**config.mk**
```make
export PLATFORM = sky130hd
export DESIGN_NAME = adder2_accum_stage
export DESIGN_NICKNAME = d
export VERILOG_FILES = /design/src/rtl/adder2_accum_stage.sv
export SDC_FILE = /design/constraint.sdc
export NUM_CORES = 1
export LEC_CHECK = 0
export CAP_MARGIN = 0
export CORE_ASPECT_RATIO = 0.5
export CORE_MARGIN = 2
export CORE_UTILIZATION = 62
export CTS_CLUSTER_DIAMETER = 120
export DETAILED_ROUTE_END_ITERATION = 7
export DONT_BUFFER_PORTS = 1
export GPL_TIMING_DRIVEN = 0
export PLACE_DENSITY_LB_ADDON = 0.05
export SLEW_MARGIN = 20
export SYNTH_ARGS = -nofsm -noshare
export SYNTH_HDL_FRONTEND = slang
export SYNTH_SLANG_ARGS = --single-unit
export TNS_END_PERCENT = 100
```
**constraint.sdc**
```tcl
create_clock -name clk -period 7.9 [get_ports clk]
set_clock_uncertainty 0.2 [all_clocks]
set_input_delay 0.79 -clock clk [delete_from_list [all_inputs] [get_ports clk]]
set_output_delay 0.79 -clock clk [all_outputs]
set_load 0.1 [all_outputs]
```
**src/rtl/adder2_accum_stage.sv**
```systemverilog
// adder2_accum_stage: reduces three adder1 partial sums per beat and accumulates ACC_LEN beats per output.
// Define ADDER2_SAT_EN for saturating accumulation and the extra sat_flag output.
module adder2_accum_stage #(
    parameter int IN_W    = 20,
    parameter int OUT_W   = 24,
    parameter int ACC_LEN = 3
) (
    input  logic                   clk,
    input  logic                   rst,
    input  logic                   in_valid,
    input  logic signed [IN_W-1:0] adder1_result [2:0],
    output logic                   stall,
    output logic                   out_valid,
    input  logic                   out_ready,
    output logic [OUT_W-1:0]       out_psum,
    output logic                   busy
`ifdef ADDER2_SAT_EN
    ,
    output logic                   sat_flag
`endif
);
    localparam int AW = OUT_W + 2;
    typedef enum logic {ACC, HOLD} state_t;
    state_t state, state_nx;
    logic [7:0] beat_cnt, beat_cnt_nx;
    logic signed [AW-1:0] sum3, acc, acc_nx, acc_sum;
    logic [OUT_W-1:0] psum_nx, fitted;
    logic accept, first, last;
    assign sum3      = AW'(adder1_result[0]) + AW'(adder1_result[1]) + AW'(adder1_result[2]);
    assign out_valid = state == HOLD;
    assign stall     = out_valid & ~out_ready;
    assign accept    = in_valid & ~stall;
    assign first     = beat_cnt == 8'd0;
    assign last      = beat_cnt == 8'(ACC_LEN - 1);
    assign busy      = !first || out_valid;
    assign acc_sum   = first ? sum3 : acc + sum3;
`ifdef ADDER2_SAT_EN
    localparam logic signed [AW-1:0] SMAX = {3'b000, {(OUT_W-1){1'b1}}};
    localparam logic signed [AW-1:0] SMIN = {3'b111, {(OUT_W-1){1'b0}}};
    logic clip, grp_sat, grp_sat_nx, sat_nx;
    assign clip   = acc_sum > SMAX || acc_sum < SMIN;
    assign fitted = acc_sum > SMAX ? SMAX[OUT_W-1:0] :
                    acc_sum < SMIN ? SMIN[OUT_W-1:0] : acc_sum[OUT_W-1:0];
    // group clamp history restarts whenever a beat opens a new group
    assign grp_sat_nx = accept && !last ? (!first && grp_sat) || clip : grp_sat;
    assign sat_nx     = accept && last ? (!first && grp_sat) || clip :
                        out_valid && out_ready ? 1'b0 : sat_flag;
    always_ff @(posedge clk or posedge rst) begin
        if (rst) begin
            grp_sat  <= 1'b0;
            sat_flag <= 1'b0;
        end else begin
            grp_sat  <= grp_sat_nx;
            sat_flag <= sat_nx;
        end
    end
`else
    logic unused_hi;
    assign fitted    = acc_sum[OUT_W-1:0];
    assign unused_hi = ^acc_sum[AW-1:OUT_W];
`endif
    always_comb begin
        state_nx    = state;
        beat_cnt_nx = beat_cnt;
        acc_nx      = acc;
        psum_nx     = out_psum;
        if (accept && last) begin
            state_nx    = HOLD;
            beat_cnt_nx = 8'd0;
            psum_nx     = fitted;
        end else if (accept) begin
            state_nx    = ACC;
            beat_cnt_nx = beat_cnt + 8'd1;
            acc_nx      = AW'(signed'(fitted));
        end else if (out_valid && out_ready) begin
            state_nx = ACC;
        end
    end
    always_ff @(posedge clk or posedge rst) begin
        if (rst) begin
            state    <= ACC;
            beat_cnt <= 8'd0;
            acc      <= '0;
            out_psum <= '0;
        end else begin
            state    <= state_nx;
            beat_cnt <= beat_cnt_nx;
            acc      <= acc_nx;
            out_psum <= psum_nx;
        end
    end
endmodule
```
==> reports/summary.txt <==
Run status - finished, final reports clean
Fraction of final layout cells sized beyond drive strength 1 - 0.0515
Post-synthesis mux area share - 0.0141
Worst Path Arrival - 5.79 ns
Most frequent standard cell in the layout excluding fill and tap cells - sky130_fd_sc_hd__nand2_1
Clock Path Buffers - 2
Cell area after synthesis - 4960 um2
Wire per inst - 17.4 um
Remaining design rule violation count - 0
Simple-gate portion of the synthesized area - 0.164
Most used flip-flop cell after synthesis - sky130_fd_sc_hd__dfrtp_1
Total area of multi-input combinational cells - 3380 um2
Crit start category - input pin
Type of destination of the critical path - flop
First-pass GRT wire length - 19.3 mm
Count of standard-cell rows - 22
Post-route worst setup slack - 2.09 ns
Mean instance size in the synthesized netlist - 8.77 um2
Maximum clock frequency - 172 MHz
Max-cap violations - 0
Remaining max-slew budget at the tightest pin - 0.329
Average vias per placed instance - 6.21
Clock tree from TritonCTS - yes
Clock H-tree levels - 3
Std-Cell Core Area - 7540 um2
Number of synthesized register bits - 57
Fraction of the mapped netlist area in adder cells - 0.212
Post CTS Setup Buffer Count - 0
Dpl hpwl - 9.28 mm
Number of DRC violations after detailed-routing iteration 0 - 362
Via count of the first global-routing pass - 3891
Routed wire length - 12.0 mm
Overall die area - 8780 um2
GP Congestion - 0.925
Final cycle utilization of the critical path - 0.736
Tightest hold margin - 0.262 ns
Warnings, synthesis - 0
Measured slew at the worst slew-check pin - 1.01 ns
Post-synthesis async set-or-reset flop share - 1.00
Number of port buffers - 0
Top fanout value on the critical path - 6
Die Span Y - 67.3 um
Starting Density - 0.658
Post-CTS clock slew at the launch and capture registers of the worst setup and hold paths - 0.06 ns
Number of max-slew violations in the final report - 0
Register-to-register setup slack - 4.54 ns
Worst setup path startpoint - adder1_result[1]
Synthesis-to-finish area growth - 8.77%
Setup tns final - 0 ns
Main combinational cell family by area after synthesis - compound AO/OA/AOI/OAI gates
Largest net degree at the start of global routing - 58
Shortest period the worst path allows - 5.81 ns
Crit path to - acc[23]$_DFFE_PP0P_
Number of resized instances in the post-cts repair step - 0
Detailed Routing Iterations Pass 1 - 6
Cell count after placement - 674
Unrepaired setup endpoints after global routing - false
Cell depth of the worst flop-to-flop path - 10
Post-synth net total - 701
Filler cell count in the final layout - 604
Origin of the critical flop-to-flop path - acc[0]$_DFFE_PP0P_
Area used by sequential logic in the layout - 1430 um2
Start-to-end type of the worst setup path - in2reg
Worst-skew pair later-pin latency - 0.33 ns
Distinct cell type count of the synthesized netlist - 56
Hold violation count in the final report - 0
Non-filler instance count after layout - 690
Vias - 4283
Area share of xor/xnor cells in the synthesized design - 0.0688
Overflow after GRT - 0
Count of flip-flops with a built-in enable after synthesis - 0
Number of buffers added to fix hold violations after cts - 0
Worst Setup Slack post-DPL - 1.95 ns
Commonest non-fill, non-tap cells in the layout - sky130_fd_sc_hd__nand2_1, sky130_fd_sc_hd__o21ai_0, sky130_fd_sc_hd__dfrtp_1
Post-route ant nets - 0
Path type of the worst min-delay path - in2async
# clock sinks - 57
Number of nets in the finished design - 712
Data required time of the worst path - 7.88 ns
Sequential area share after synthesis - 0.287
Synthesized-area fraction occupied by ao, oa, aoi and oai cells - 0.222
Setup violators final - 0
R2r endpoint - acc[22]$_DFFE_PP0P_
Number of CTS-inserted buffers - 9
Ant. Diodes - 0
Die width - 131 um
Overall fraction of global-route tracks in use - 0.290
Clock root buffer - sky130_fd_sc_hd__clkbuf_16
Antenna violations before repair - 0
Boundary pin count - 91
Synthesized instance count - 566
==> layout make-up <==
type / instances / share of cell area
Multi-Input combinational cell: 469 / 0.627
Sequential cell: 57 / 0.264
Clock buffer: 11 / 0.0450
Tap cell: 108 / 0.0250
Inverter: 24 / 0.0172
Buffer: 16 / 0.0116
Clock inverter: 5 / 0.0102
==> kinds of logic (layout without fill, tap and decap cells) <==
logic type,Yosys count,after routing
compound gates,177,177
simple gates,175,175
fa+ha+maj,71,71
flops,57,57
buf+inv,40,56
xor+xnor,39,39
mux,7,7
==> sequential cells by signal, indices dropped and copies added (netlist names) <==
register	flops
acc	24
out_psum	24
beat_cnt	8
out_valid	1
==> layer usage <==
layer  up-vias  share of wire  track usage
li1       2063              -            -
met1      1995           0.51        0.442
met2       211           0.38        0.402
met3        14           0.10       0.0927
met4         0         0.0095       0.0559
met5         -              0            0
==> critical path: stages <==
cell	delay, ns
sky130_fd_sc_hd__inv_1	0.04
sky130_fd_sc_hd__fa_1	0.48
sky130_fd_sc_hd__inv_1	0.07
sky130_fd_sc_hd__ha_1	0.29
sky130_fd_sc_hd__inv_1	0.09
sky130_fd_sc_hd__fa_1	0.41
sky130_fd_sc_hd__nor2b_1	0.18
sky130_fd_sc_hd__nor4_1	0.09
sky130_fd_sc_hd__o31ai_1	0.58
sky130_fd_sc_hd__a221o_1	0.28
sky130_fd_sc_hd__a31o_1	0.17
sky130_fd_sc_hd__a21oi_2	0.06
sky130_fd_sc_hd__xnor2_1	0.19
sky130_fd_sc_hd__ha_1	0.26
sky130_fd_sc_hd__a21oi_1	0.45
sky130_fd_sc_hd__a21oi_1	0.14
sky130_fd_sc_hd__a211oi_1	0.41
sky130_fd_sc_hd__a2111oi_0	0.14
sky130_fd_sc_hd__a31oi_1	0.16
sky130_fd_sc_hd__and3b_1	0.18
sky130_fd_sc_hd__xor2_1	0.21
sky130_fd_sc_hd__o21ai_0	0.11
==> worst min path at each step <==
stage | start | slack (ns) | cells past startpoint | to
6_report | rst | 0.26 | 1 | acc[1]$_DFFE_PP0P_
2_1_floorplan | beat_cnt[7]$_DFFE_PP0P_ | 0.24 | 1 | beat_cnt[7]$_DFFE_PP0P_
4_1_cts | rst | 0.28 | 1 | acc[2]$_DFFE_PP0P_
3_3_place_gp | beat_cnt[7]$_DFFE_PP0P_ | 0.26 | 1 | beat_cnt[7]$_DFFE_PP0P_
5_1_grt | beat_cnt[7]$_DFFE_PP0P_ | 0.31 | 1 | beat_cnt[7]$_DFFE_PP0P_
3_5_place_dp | beat_cnt[7]$_DFFE_PP0P_ | 0.27 | 1 | beat_cnt[7]$_DFFE_PP0P_
==> synth_stat cells, types with 5 or more instances <==
cell type | instances | area share
sky130_fd_sc_hd__xnor2_1 | 29 | 0.051
sky130_fd_sc_hd__nand3_1 | 11 | 0.011
sky130_fd_sc_hd__and2_1 | 6 | 0.0076
sky130_fd_sc_hd__ha_1 | 49 | 0.12
sky130_fd_sc_hd__a21o_1 | 9 | 0.014
sky130_fd_sc_hd__o21bai_1 | 5 | 0.0076
sky130_fd_sc_hd__and3_1 | 7 | 0.0088
sky130_fd_sc_hd__nand2b_1 | 6 | 0.0076
sky130_fd_sc_hd__xor2_1 | 10 | 0.018
sky130_fd_sc_hd__nor3_1 | 16 | 0.016
sky130_fd_sc_hd__o21ai_0 | 67 | 0.068
sky130_fd_sc_hd__fa_1 | 22 | 0.089
sky130_fd_sc_hd__a211oi_1 | 8 | 0.012
sky130_fd_sc_hd__mux2i_1 | 7 | 0.014
sky130_fd_sc_hd__o21a_1 | 6 | 0.0091
sky130_fd_sc_hd__nor2_1 | 31 | 0.023
sky130_fd_sc_hd__a21oi_1 | 38 | 0.038
sky130_fd_sc_hd__nand2_1 | 73 | 0.055
sky130_fd_sc_hd__dfrtp_1 | 57 | 0.29
sky130_fd_sc_hd__clkbuf_1 | 14 | 0.011
sky130_fd_sc_hd__inv_1 | 24 | 0.018
sky130_fd_sc_hd__nand4_1 | 8 | 0.010
==> per-stage QoR <==
step / cell area, um2 / utilization
after CTS: 5400 / 0.716
after detailed placement: 5100 / 0.676
final: 5400 / 0.716
after global placement: 5100 / 0.676
after global routing: 5400 / 0.716
after floorplan: 4960 / -
Power is left out: the tool's default activity adds up to more than one toggle a clock period on the data nets, which glitch-free logic cannot reach.
